## src/rtl/control_word_buffer_pkg.sv

```systemverilog
// Shared control-unit definitions: default field widths, the NOP word and the
// occupancy encoding used by the control word buffer.
package control_word_buffer_pkg;

  localparam int unsigned CU_CW_W    = 38;
  localparam int unsigned CU_STATE_W = 10;
  localparam int unsigned CU_N_W     = 3;
  localparam int unsigned CU_CR_W    = 10;
  localparam int unsigned CU_CNT_W   = 8;

  localparam logic [CU_CW_W-1:0] CU_NOP_WORD = '0;

  typedef enum logic [1:0] {
    OCC_EMPTY = 2'd0,
    OCC_ONE   = 2'd1,
    OCC_TWO   = 2'd2
  } occ_e;

  // Number of words held in a given occupancy state.
  function automatic logic [1:0] occ_count(occ_e s);
    logic [1:0] n;
    n = 2'd0;
    if (s == OCC_ONE) n = 2'd1;
    if (s == OCC_TWO) n = 2'd2;
    return n;
  endfunction

endpackage

```

## src/rtl/control_word_buffer_sat_counter.sv

```systemverilog
// Saturating up-counter that adds a small increment each cycle and sticks at
// its all-ones value; cleared only by reset.
module sat_counter #(
  parameter int unsigned CNT_W = 8,
  parameter int unsigned INC_W = 2
) (
  input  logic             clk,
  input  logic             reset,
  input  logic [INC_W-1:0] inc,
  output logic [CNT_W-1:0] count
);

  localparam int unsigned SUM_W = ((CNT_W > INC_W) ? CNT_W : INC_W) + 1;
  localparam logic [CNT_W-1:0] CNT_MAX = '1;

  logic [CNT_W-1:0] count_q;
  logic [CNT_W-1:0] count_d;
  logic [SUM_W-1:0] sum;

  // Widened sum so the overflow test cannot wrap.
  always_comb begin
    sum     = SUM_W'(count_q) + SUM_W'(inc);
    count_d = count_q;
    if (sum > SUM_W'(CNT_MAX)) begin
      count_d = CNT_MAX;
    end else begin
      count_d = CNT_W'(sum);
    end
  end

  always_ff @(posedge clk) begin
    if (reset) begin
      count_q <= '0;
    end else begin
      count_q <= count_d;
    end
  end

  assign count = count_q;

endmodule

```

## src/rtl/control_word_buffer.sv

```systemverilog
// Registered control word stage with valid/ready handshake, a one-word skid
// slot, and a flush that empties the stage and counts the discarded words.
module control_word_buffer
  import control_word_buffer_pkg::*;
#(
  parameter int unsigned      CW_W     = CU_CW_W,
  parameter int unsigned      STATE_W  = CU_STATE_W,
  parameter int unsigned      N_W      = CU_N_W,
  parameter int unsigned      CR_W     = CU_CR_W,
  parameter logic [CW_W-1:0]  NOP_WORD = CW_W'(CU_NOP_WORD),
  parameter int unsigned      CNT_W    = CU_CNT_W
) (
  input  logic               clk,
  input  logic               reset,
  input  logic               in_valid,
  output logic               in_ready,
  input  logic [CW_W-1:0]    in_word,
  input  logic [STATE_W-1:0] in_state,
  input  logic               flush,
  output logic               out_valid,
  input  logic               out_ready,
  output logic [CW_W-1:0]    out_word,
  output logic [STATE_W-1:0] out_state,
  output logic [N_W-1:0]     out_n,
  output logic [CR_W-1:0]    out_cr,
  output logic [CNT_W-1:0]   drop_count
);

  occ_e state_q;
  occ_e state_d;

  logic [CW_W-1:0]    head_word_q;
  logic [CW_W-1:0]    head_word_d;
  logic [STATE_W-1:0] head_state_q;
  logic [STATE_W-1:0] head_state_d;
  logic [CW_W-1:0]    skid_word_q;
  logic [CW_W-1:0]    skid_word_d;
  logic [STATE_W-1:0] skid_state_q;
  logic [STATE_W-1:0] skid_state_d;
  logic               valid_q;
  logic               valid_d;
  logic               ready_q;
  logic               ready_d;
  logic [1:0]         drop_inc;

  logic in_xfer;
  logic out_xfer;

  assign in_xfer  = in_valid & ready_q;
  assign out_xfer = valid_q & out_ready;

  // Occupancy state register.
  always_ff @(posedge clk) begin
    if (reset) begin
      state_q <= OCC_EMPTY;
    end else begin
      state_q <= state_d;
    end
  end

  // Next occupancy; flush always empties the stage.
  always_comb begin
    state_d = state_q;
    if (flush) begin
      state_d = OCC_EMPTY;
    end else begin
      case (state_q)
        OCC_EMPTY: if (in_xfer) state_d = OCC_ONE;
        OCC_ONE: begin
          if (in_xfer && !out_xfer) begin
            state_d = OCC_TWO;
          end else if (!in_xfer && out_xfer) begin
            state_d = OCC_EMPTY;
          end
        end
        OCC_TWO: if (out_xfer) state_d = OCC_ONE;
        default: state_d = OCC_EMPTY;
      endcase
    end
  end

  // Next head/skid contents, handshake flags and drop increment.
  always_comb begin
    head_word_d  = head_word_q;
    head_state_d = head_state_q;
    skid_word_d  = skid_word_q;
    skid_state_d = skid_state_q;
    drop_inc     = 2'd0;
    if (flush) begin
      head_word_d  = NOP_WORD;
      head_state_d = '0;
      // An output transfer coinciding with flush completes and is not a drop.
      drop_inc     = occ_count(state_q) + 2'(in_xfer) - 2'(out_xfer);
    end else begin
      case (state_q)
        OCC_EMPTY: begin
          if (in_xfer) begin
            head_word_d  = in_word;
            head_state_d = in_state;
          end
        end
        OCC_ONE: begin
          if (in_xfer && !out_xfer) begin
            skid_word_d  = in_word;
            skid_state_d = in_state;
          end else if (in_xfer) begin
            head_word_d  = in_word;
            head_state_d = in_state;
          end else if (out_xfer) begin
            head_word_d  = NOP_WORD;
            head_state_d = '0;
          end
        end
        OCC_TWO: begin
          if (out_xfer) begin
            head_word_d  = skid_word_q;
            head_state_d = skid_state_q;
          end
        end
        default: begin
          head_word_d  = NOP_WORD;
          head_state_d = '0;
        end
      endcase
    end
    valid_d = (state_d != OCC_EMPTY);
    ready_d = (state_d != OCC_TWO);
  end

  always_ff @(posedge clk) begin
    if (reset) begin
      head_word_q  <= NOP_WORD;
      head_state_q <= '0;
      skid_word_q  <= NOP_WORD;
      skid_state_q <= '0;
      valid_q      <= 1'b0;
      ready_q      <= 1'b0;
    end else begin
      head_word_q  <= head_word_d;
      head_state_q <= head_state_d;
      skid_word_q  <= skid_word_d;
      skid_state_q <= skid_state_d;
      valid_q      <= valid_d;
      ready_q      <= ready_d;
    end
  end

  sat_counter #(
    .CNT_W (CNT_W),
    .INC_W (2)
  ) u_drop_counter (
    .clk   (clk),
    .reset (reset),
    .inc   (drop_inc),
    .count (drop_count)
  );

  assign in_ready  = ready_q;
  assign out_valid = valid_q;
  assign out_word  = head_word_q;
  assign out_state = head_state_q;
  assign out_n     = head_word_q[CW_W-1 -: N_W];
  assign out_cr    = head_word_q[CR_W-1:0];

endmodule
```

## config.mk

```make
export PLATFORM = sky130hd
export DESIGN_NAME = control_word_buffer
export DESIGN_NICKNAME = d
export VERILOG_FILES = /design/src/rtl/control_word_buffer_pkg.sv /design/src/rtl/control_word_buffer_sat_counter.sv /design/src/rtl/control_word_buffer.sv
export SDC_FILE = /design/constraint.sdc
export NUM_CORES = 1
export LEC_CHECK = 0
export BUFFER_PORTS_ARGS = -buffer_cell sky130_fd_sc_hd__buf_4
export CAP_MARGIN = 0
export CORE_MARGIN = 2
export CORE_UTILIZATION = 35
export CTS_CLUSTER_SIZE = 12
export DETAILED_ROUTE_END_ITERATION = 10
export GPL_TIMING_DRIVEN = 0
export HOLD_SLACK_MARGIN = 0.03
export MAX_ROUTING_LAYER = met4
export PLACE_DENSITY = 0.59
export RECOVER_POWER = 25
export SLEW_MARGIN = 20
export SYNTH_ARGS = -nofsm -noshare
export SYNTH_HDL_FRONTEND = slang
export SYNTH_SLANG_ARGS = --single-unit
```

## constraint.sdc

```tcl
create_clock -name clk -period 6.5 [get_ports clk]
set_input_delay 0.975 -clock clk [delete_from_list [all_inputs] [get_ports clk]]
set_output_delay 0.975 -clock clk [all_outputs]
set_load 0.02 [all_outputs]
```

### After elaboration in Yosys (flattened, before gate mapping)

Index checks and enable logic that the tools add are counted.

| cells by class | value |
|---|---|
| $add $sub $neg | 3 |
| multipliers | 0 |
| divide/modulo/power cells | 0 |
| $lt $le $gt $ge | 1 |
| equal/unequal tests | 7 |
| shift-type cells | 0 |
| multiplexer cells | 23 |
| bitwise operators | 3 |
| reduce and logical (&&, ||, !) cells | 9 |

Operators by type and width:

| cell | count |
|---|---|
| 38-bit two-way mux | 5 |
| 38-bit case mux with 3 select lines | 1 |
| 10-bit two-way mux | 5 |
| 10-bit case mux with 3 select lines | 1 |
| 2-bit two-way mux | 8 |
| 8-bit by 2-bit adder with 9-bit output | 1 |
| 9-bit by 8-bit > comparator with 1-bit output, second input constant | 1 |
| 8-bit two-way mux | 1 |
| 2-bit != test, second input constant | 4 |
| 2-bit case mux with 3 select lines | 1 |
| 4-bit AND reduction | 1 |
| 3-bit != test, second input constant | 1 |
| 3-bit AND reduction | 1 |
| 2-bit by 1-bit adder with 2-bit output | 1 |
| 1-bit AND | 2 |
| 2-bit by 1-bit equality test with 1-bit output, second input constant | 1 |
| 2-bit equality test, second input constant | 1 |
| 1-bit logical AND | 2 |
| 1-bit logical NOT | 2 |
| 2-bit logical NOT | 1 |
| 2-bit nonzero test | 1 |
| 2-bit OR reduction | 1 |
| 2-bit by 1-bit subtractor with 2-bit output | 1 |
| 1-bit two-way mux | 1 |
| 1-bit inverter | 1 |

| storage, ports and cells | value |
|---|---|
| register bits | 108 |
| latch bits | 0 |
| RAM bits | 0 |
| ROM bits | 0 |
| bits of input ports | 53 |
| word-level logic and storage cells | 54 |
| memories kept | 0 |

### Depth between registers and ports, before layout

Gate-level depths: netlist of run 1.

| logic depth | value |
|---|---|
| depth after elaboration | 10 |
| mapped depth | 11 |

### Modules after synthesis

A second synthesis of run 1 with hierarchy kept.

| second synthesis, totals | value |
|---|---|
| cell total of the unflattened synthesis | 585 |
| area, all modules | 4784.6 um^2 |

Modules (own cells, without submodules):

| module | instances | cells each | area each (um^2) |
|---|---|---|---|
| control_word_buffer | 1 | 545 | 4400.5 |
| sat_counter | 1 | 40 | 384.1 |

### Least setup slack after synthesis of run 1

OpenSTA, ideal clock, no wires.

| path | value |
|---|---|
| path type | input -> register |
| from | in in_valid |
| to | reg u_drop_counter.count_q[0] (netlist: u_drop_counter.count[0]) |
| setup time | 0.132 ns |
| data arrival time | 2.611 ns |
| data required time | 6.368 ns |
| setup slack | 3.757 ns |
| cell stages on the path | 9 |
| buffers on the path | 0 |
| path through | nand2_1 inv_1 ha_1 and2_1 ha_1 fa_1 and3_1 nand3_1 a21oi_1 |

| on the way | value |
|---|---|
| cells in the longest elaborated chain, start to end | 7 |

Ends and longest elaborated chain:

| element | line | source |
|---|---|---|
| from (decl) | control_word_buffer.sv:15 | `input logic in_valid,` |
| 1-bit AND (*) | control_word_buffer.sv:49 | `assign in_xfer = in_valid & ready_q;` |
| 2-bit by 1-bit adder with 2-bit output (*) | control_word_buffer.sv:93 | `drop_inc = occ_count(state_q) + 2'(in_xfer) - 2'(out_xfer);` |
| 2-bit by 1-bit subtractor with 2-bit output (*) | control_word_buffer.sv:93 |  |
| 2-bit two-way mux (*) | control_word_buffer.sv:89 | `if (flush) begin` |
| 8-bit by 2-bit adder with 9-bit output (*) | control_word_buffer_sat_counter.sv:22 | `sum = SUM_W'(count_q) + SUM_W'(inc);` |
| 9-bit by 8-bit > comparator with 1-bit output | control_word_buffer_sat_counter.sv:24 | `if (sum > SUM_W'(CNT_MAX)) begin` |
| 8-bit two-way mux (*) | control_word_buffer_sat_counter.sv:24 |  |
| to (signal assigned) | control_word_buffer_sat_counter.sv:35 | `count_q <= count_d;` |
| to (decl) | control_word_buffer_sat_counter.sv:16 | `logic [CNT_W-1:0] count_q;` |

Mark *: on every way between the ends. The rest lies on a longest branch, timed or not.
A chain may end at the register's enable or synchronous reset.

### Worst setup path in the final report of run 1

| path | value |
|---|---|
| from | in out_ready |
| to | reg u_drop_counter.count_q[0] (netlist: u_drop_counter.count[0]) |

| on the way | value |
|---|---|
| cells in the longest elaborated chain, start to end | 6 |

Ends and longest elaborated chain:

| element | line | source |
|---|---|---|
| from (decl) | control_word_buffer.sv:21 | `input logic out_ready,` |
| 1-bit AND (*) | control_word_buffer.sv:50 | `assign out_xfer = valid_q & out_ready;` |
| 2-bit by 1-bit subtractor with 2-bit output (*) | control_word_buffer.sv:93 |  |
| 2-bit two-way mux (*) | control_word_buffer.sv:89 |  |
| 8-bit by 2-bit adder with 9-bit output (*) | control_word_buffer_sat_counter.sv:22 |  |
| 9-bit by 8-bit > comparator with 1-bit output | control_word_buffer_sat_counter.sv:24 |  |
| 8-bit two-way mux (*) | control_word_buffer_sat_counter.sv:24 |  |

Marks and branches as above.

==> metrics.md, run 1 <==
| Metric | Value |
|---|---|
| Die area | `14600 µm²` |
| Hold Crit Depth | `2` |
| Number of maximum-capacitance constraint violations | `0` |
| Power spent charging and discharging nets | `~0.00033 W` |
| Number of standard cells in the final layout excluding fillers | `900` |
| ANT cells | `0` |
| Post-synthesis net count | `roughly 640` |
| Maximum fanout along the worst path | `5` |
| Initial core utilization | `35.92%` |
| Setup TNS after final layout | `0 ns` |
| Post-route DRC | `0` |
| Post-route setup slack | `3.718 ns` |
| Final worst path period share | `42.80%` |
| Gr usage total | `between 10% and 20%` |
| Fraction of power consumed by sequential logic | `49.0%` |
| Total leakage power | `approximately 2.2 nW` |
| Horizontal die dimension | `120.8 µm` |
| Fraction of final layout cells with drive strength greater than 1 | `19.89%` |
| Chip Height | `120.8 µm` |
| Setup Crit Path Kind | `in2reg` |
| Most common cell on crit path | `sky130_fd_sc_hd__ha_1` |
| Via-per-instance ratio | `5.206` |
| Total setup buffers inserted after CTS | `0` |
| Unique masters post-synth | `39` |
| Endpoints failing setup | `0` |
| Post-synthesis cell area | `roughly 4800 µm²` |
| Number of placed I/O pins | `approximately 120` |
| CP Cell Sequence | `clkbuf_1, nand2_1, xnor2_1, ha_1, and2_1, ha_1, fa_1, and3_1, nand3_1, a21oi_1` |
| Clock insertion delay at the later pin of the skew report | `0.35 ns` |
| Register area share after synthesis | `45.27%` |
| Number of clock sinks seen by CTS | `108` |
| Logic pwr share | `a little over a tenth` |
| Drt initial violations | `303` |
| Clock transition at the registers of the reported paths | `0.06 ns` |
| Kind of launch point of the worst setup path | `input port` |
| H-tree Lvls | `3` |
| Net total in the final layout | `776` |
| Critical path's largest stage delay | `0.43 ns` |
| Highest attainable clock frequency | `0.3595 GHz` |
| FFs w/ async S/R, synth | `0%` |
| Count of synthesis-stage warnings from yosys | `0` |
| Flop and latch count out of synthesis | `108` |
| CTS Root Buffer Type | `sky130_fd_sc_hd__clkbuf_16` |
| Number of hold buffers added after CTS | `0` |
| Core Box Area | `13300 µm²` |
| Finished Core Util | `45.58%` |
| Worst setup slack after placement | `3.391 ns` |
| Worst Skew | `0.006165 ns` |
| Total congestion overflow | `0` |
| Dpl hpwl | `10.29 mm` |
| Relative max-transition margin | `between 60% and 70%` |
| Switching share of power | `23.78%` |
| Transition at the pin with the smallest max-transition slack | `between 0.5 and 0.6 ns` |
| Number of buffers on the longest clock path | `2` |
| Number of antenna violations at the first check in global routing | `0` |
| Cell at the slowest stage of the critical path | `sky130_fd_sc_hd__fa_1` |
| Via count of the first global-routing pass | `4422` |
| Portion of total power attributed to the clock network | `~41%` |
| # resized after CTS | `0` |
| Number of enable flip-flop cells after synthesis | `0` |
| Final wirelength | `14.10 mm` |
| Setup repair after global routing missed its margin | `no` |
| Internal power contribution | `0.001056 W` |
| VDD IR max | `112.6 µV` |
| Mean cell area of the mapped netlist | `8.150 µm²` |
| Maximum number of pins on one net before global-route repair | `16` |
| Number of search-and-repair iterations in the first detailed-routing pass | `4` |
| Power density over the cells | `approximately 230 nW/µm²` |
| TritonCTS buffer count | `9` |
| DR WL/cell | `around 16 µm` |
| Number of buffers inserted by port buffering | `122` |
| Instance count of the mapped netlist | `586` |
| Final-report max-slew violation count | `0` |
| CP Capture Type | `flop` |
| Vias | `roughly 4700` |
| CTS tree | `yes` |
| Type of the tightest min-delay check | `reg2reg` |
| Result of the run | `complete, no violations` |
| Final Power | `between 0.001 and 0.0015 W` |
| Worst Reg-to-Reg Cells | `10` |
| Gp weighted congestion | `0.8122` |
| Required time of the critical path | `6.71 ns` |
| Area delta synth->final | `26.88%` |
| Wire length of the first global-routing pass | `22.31 mm` |
| Worst path arrival time | `3.00 ns` |
| Post-Place Cells | `884` |
| Detail Route Antenna Nets | `0` |
| Predominant post-synthesis flop cell | `sky130_fd_sc_hd__dfxtp_1` |
| Standard-cell rows | `42` |
| Period minus WS final | `2.782 ns` |
| Endpoints failing hold | `0` |
## placed cells by master (no fill, tap or decap), drive strengths merged, types with 3 or more instances in the layout
master and n:
nand2 151, buf 125, dfxtp 108, a21oi 107
clkbuf 81, o21ai 50, a32o 48, nor2 6
xnor2 5, nand3 5, inv 4, nor2b 3
nor3 3, ha 3
## path summary, 6_finish.rpt
| path | start | end | slack, ns |
|---|---|---|---|
| max | out_ready | u_drop_counter.count[0] | 3.72 |
| min | skid_word_q[29] | skid_word_q[29] | 0.46 |
| max reg2reg | state_q[0] | u_drop_counter.count[0] | 3.97 |
| min reg2reg | skid_word_q[29] | skid_word_q[29] | 0.46 |
## power groups by stage
| stage | Sequential [W] | Combinational [W] | Clock, W |
|---|---|---|---|
| 2_1_floorplan | 0.000702 | 0.0000731 | 0 |
| 4_1_cts | 0.000678 | 0.000152 | 0.000573 |
| 6_report | 0.000678 | 0.000146 | 0.000561 |
| 3_5_place_dp | 0.000694 | 0.000151 | 0 |
| 3_3_place_gp | 0.000693 | 0.000149 | 0 |
| 5_1_grt | 0.000679 | 0.000159 | 0.000606 |
## area by class of cell
cell class / instances / area [µm²]
well taps: 176 / 220.2
fillers: 1356 / 7236
repair buffers: 122 / 773.2
plain buffers: 69 / 381.6
clock inverters: 1 / 30.03
clock buffers: 15 / 267.8
inverters: 4 / 15.01
flip-flops and latches: 108 / 2162
multi-input cells: 405 / 2210
## worst max-delay path, delay by kind of cell
| family | cells | cell delay, ns |
|---|---|---|
| adder cells (fa/ha/maj) | 3 | 0.87 |
| AND/OR/NAND/NOR | 4 | 0.71 |
| XOR/XNOR | 1 | 0.19 |
| buffers and inverters | 1 | 0.16 |
| AO/OA/AOI/OAI | 1 | 0.10 |
## flip-flops by register name, indices dropped and copies added, names as in the netlist
register / flops
skid_word_q: 38
u_drop_counter.count: 8
state_q: 2
in_ready: 1
out_state: 10
out_valid: 1
skid_state_q: 10
out_word: 38
## metrics by stage
stage / instance area [µm²] / hold WS, ns
2_1_floorplan: 4776 / 0.4357
3_3_place_gp: 5912 / 0.4404
3_5_place_dp: 5912 / 0.4460
4_1_cts: 6210 / 0.4579
5_1_grt: 6060 / 0.4685
6_report: 6060 / 0.4570
## cells by family (layout without fill, tap and decap cells)
| kind of cell | count (synthesis) | in the layout | share of synthesized area, % |
|---|---|---|---|
| AOI/OAI and AO/OA | 213 | 213 | 28.03 |
| and+or+nand+nor | 181 | 181 | 15.80 |
| DFF | 108 | 108 | 45.27 |
| buffers and inverters | 73 | 211 | 8.357 |
| xor gates and xnor gates | 5 | 5 | 0.9169 |
| adders and majority gates | 4 | 4 | 1.205 |
| muxes | 2 | 2 | 0.4192 |
## synth_stat cells (2+ instances only)
cell type / n / area, µm²
sky130_fd_sc_hd__o21ai_1: 2 / 10.01
sky130_fd_sc_hd__nor3_1: 3 / 15.01
sky130_fd_sc_hd__a32o_1: 48 / 480.5
sky130_fd_sc_hd__buf_2: 20 / 100.1
sky130_fd_sc_hd__and2_1: 2 / 12.51
sky130_fd_sc_hd__mux2i_1: 2 / 20.02
sky130_fd_sc_hd__nor2b_1: 3 / 18.77
sky130_fd_sc_hd__buf_6: 4 / 45.04
sky130_fd_sc_hd__ha_1: 3 / 37.54
sky130_fd_sc_hd__nand2_1: 151 / 566.8
sky130_fd_sc_hd__nand4_1: 2 / 12.51
sky130_fd_sc_hd__buf_4: 18 / 135.1
sky130_fd_sc_hd__xnor2_1: 5 / 43.79
sky130_fd_sc_hd__clkbuf_1: 24 / 90.09
sky130_fd_sc_hd__nor2_1: 5 / 18.77
sky130_fd_sc_hd__nand3_1: 5 / 25.02
sky130_fd_sc_hd__a21oi_1: 106 / 530.5
sky130_fd_sc_hd__o21ai_0: 48 / 240.2
sky130_fd_sc_hd__o21a_1: 2 / 15.01
sky130_fd_sc_hd__dfxtp_1: 108 / 2162
sky130_fd_sc_hd__inv_1: 4 / 15.01
sky130_fd_sc_hd__clkbuf_2: 2 / 10.01
sky130_fd_sc_hd__and3_1: 2 / 12.51
sky130_fd_sc_hd__nand2b_1: 2 / 12.51
## per-layer routing
metal  up-vias  routed length, µm  GRT usage (%)
met1      2215               6375          25.32
met3        16                865          4.575
met5         -                  0              -
li1       2308                  -              -
met4         0                204          6.977
met2       146               6650          31.43
(Power assumes the default switching activity.)
==> run 2: changes to the inputs <==
- PLACE_DENSITY: 0.59 -> 0.61
- clock period: 6.5 -> 2.5 ns (I/O delays scaled with it)
==> run 2 against run 1 <==
Compared with the run above: clock power grew to 2.6 times the previous value; cell area grew 0.23%; cell count is the same; sequential share of layout area shrank 0.060 points; clock-buffer cell count shrank 2; critical path type is now reg2reg.
==> metrics.md, run 2 (synthesized netlist as in run 1, its figures left out) <==
| Metric | Value |
|---|---|
| Clock transition at the registers of the reported paths | `0.07 ns (was 0.06 ns)` |
| Net total in the final layout | `776 (unchanged)` |
| Dpl hpwl | `10.14 mm (was 10.29 mm)` |
| Cell Area, Placed | `5912 µm² (unchanged)` |
| Required time of the critical path | `2.72 ns (was 6.71 ns)` |
| Initial core utilization | `35.92% (unchanged)` |
| Non-Filler Cell Area, Final | `6073 µm² (was 6060 µm²)` |
| Worst path arrival time | `2.52 ns (was 3.00 ns)` |
| Post-route setup slack | `0.1952 ns (was 3.718 ns)` |
| Detail Route Antenna Nets | `0 (unchanged)` |
| ANT cells | `0 (unchanged)` |
| Period minus WS final | `2.305 ns` |
| Most frequent cells in the layout | `151 x sky130_fd_sc_hd__nand2_1, 107 x sky130_fd_sc_hd__dfxtp_1, 106 x sky130_fd_sc_hd__a21oi_1 (was 151 x sky130_fd_sc_hd__nand2_1, 108 x sky130_fd_sc_hd__dfxtp_1, 106 x sky130_fd_sc_hd__a21oi_1)` |
| Core Box Area | `13300 µm² (unchanged)` |
| Vias | `4650 (was 4685)` |
| CP Capture Type | `flop (unchanged)` |
| Horizontal die dimension | `120.8 µm (unchanged)` |
| Setup Crit Path Kind | `reg2reg (was in2reg)` |
| Total congestion overflow | `0 (unchanged)` |
| Final-layout fill cell count | `1393 (was 1356)` |
| Chip Height | `120.8 µm (unchanged)` |
| Worst Skew | `0.007647 ns (was 0.006165 ns)` |
| Final worst path period share | `92.19%` |
| Final-report max-slew violation count | `0 (unchanged)` |
| TritonCTS buffer count | `9 (unchanged)` |
| Most common cell after layout, fill and taps aside | `sky130_fd_sc_hd__nand2_1 (unchanged)` |
| Worst setup slack after placement | `-0.02725 ns (was 3.391 ns)` |
| Gp weighted congestion | `0.8001 (was 0.8122)` |
| Setup TNS after final layout | `0 ns (unchanged)` |
| Number of buffers on the longest clock path | `2 (unchanged)` |
| Power density over the cells | `591.6 nW/µm² (was 228.6 nW/µm²)` |
| Kind of launch point of the worst setup path | `flop (was input port)` |
| Number of search-and-repair iterations in the first detailed-routing pass | `5 (was 4)` |
| Number of buffers inserted by port buffering | `122 (unchanged)` |
| Relative max-transition margin | `63.60% (was 63.74%)` |
| Number of antenna violations at the first check in global routing | `0 (unchanged)` |
| Highest attainable clock frequency | `0.4339 GHz` |
| Fraction of final layout cells with drive strength greater than 1 | `20.44% (was 19.89%)` |
| H-tree Lvls | `3 (unchanged)` |
| Total leakage power | `2.169 nW (was 2.180 nW)` |
| Clock insertion delay at the later pin of the skew report | `0.35 ns (about the same)` |
| Standard-cell rows | `42 (unchanged)` |
| Number of placed I/O pins | `124 (unchanged)` |
| Wire length of the first global-routing pass | `21.99 mm (was 22.31 mm)` |
| Type of the tightest min-delay check | `in2reg (was reg2reg)` |
| Drt initial violations | `319 (was 303)` |
| Area delta synth->final | `27.17% (was 26.88%)` |
| DR WL/cell | `15.52 µm (was 15.66 µm)` |
| Setup repair after global routing missed its margin | `yes (was no)` |
| Transition at the pin with the smallest max-transition slack | `0.5460 ns (was 0.5439 ns)` |
| VDD IR max | `315.6 µV (was 112.6 µV)` |
| Total setup buffers inserted after CTS | `0 (unchanged)` |
| Via-per-instance ratio | `5.167 (was 5.206)` |
| Final Power | `0.003593 W (was 0.001385 W)` |
| Via count of the first global-routing pass | `4449 (was 4422)` |
| Number of maximum-capacitance constraint violations | `0 (unchanged)` |
| Final wirelength | `13.97 mm (was 14.10 mm)` |
| CTS Root Buffer Type | `sky130_fd_sc_hd__clkbuf_16 (unchanged)` |
| Number of clock sinks seen by CTS | `108 (unchanged)` |
| Endpoints failing hold | `0 (unchanged)` |
| Gr usage total | `19.53% (was 19.99%)` |
| Maximum fanout along the worst path | `10 (was 5)` |
| CTS tree | `yes (unchanged)` |
| Result of the run | `complete, no violations (unchanged)` |
| Endpoints failing setup | `0 (unchanged)` |
| Maximum number of pins on one net before global-route repair | `17 (was 16)` |
| Die area | `14600 µm² (unchanged)` |
| Post-route DRC | `0 (unchanged)` |
[run 2: worst paths after layout]
check	start	depth (start not counted)	to	slack (ns)
min	in_word[27]	3	skid_word_q[27]	0.27
min reg2reg	skid_word_q[28]	2	skid_word_q[28]	0.46
max reg2reg	state_q[0]	10	u_drop_counter.count[6]	0.20
max	state_q[0]	10	u_drop_counter.count[6]	0.20
[run 2: repair_timing]
item,in CTS,in global routing
hold endpoints to repair,0,0
hold buffers,0,0
gates cloned,0,0
pin swaps,0,1
setup endpoints to repair,5,8
gates resized for setup,1,8
[run 2: power by group]
group          switching [W]  leakage, nW  total, W  internal, W
registers          0.0000170        0.873   0.00176      0.00175
logic               0.000215         1.16  0.000380     0.000165
clock network       0.000642        0.140   0.00145     0.000808
total               0.000874         2.17   0.00359      0.00272
[run 2: per-layer routing]
metal  vias to the layer above  routed length, µm  track usage (%)
li1                       2308                  -                -
met1                      2205               6295            25.15
met2                       123               6686            31.74
met3                        14                817            3.066
met4                         0                171            5.814
met5                         -                  0                -
[run 2: critical path: stages (launching register included)]
cell and delay (ns):
sky130_fd_sc_hd__dfxtp_2 0.34, sky130_fd_sc_hd__buf_6 0.13, sky130_fd_sc_hd__nor2b_4 0.16, sky130_fd_sc_hd__xnor2_1 0.13, sky130_fd_sc_hd__ha_1 0.24, sky130_fd_sc_hd__and2_1 0.15
sky130_fd_sc_hd__ha_1 0.21, sky130_fd_sc_hd__fa_2 0.37, sky130_fd_sc_hd__and3_1 0.20, sky130_fd_sc_hd__a31oi_1 0.18, sky130_fd_sc_hd__nor3_1 0.06
[run 2: layout make-up]
type | instances | area, µm² | area share, %
plain buffers | 69 | 390.4 | 6.428
clock buffers | 13 | 250.2 | 4.120
clock inverters | 3 | 46.29 | 0.7623
inverters | 4 | 15.01 | 0.2472
multi-input cells | 405 | 2233 | 36.77
flip-flops and latches | 108 | 2163 | 35.62
well taps | 176 | 220.2 | 3.626
repair buffers | 122 | 754.5 | 12.42
[run 2: metrics by stage]
step	std cells	hold WS [ns]	util (%)
6_report	900	0.2748	45.68
3_5_place_dp	884	0.4478	44.47
3_3_place_gp	884	0.4406	44.47
2_1_floorplan	586	0.4357	-
4_1_cts	900	0.2708	46.73
5_1_grt	900	0.2789	45.68
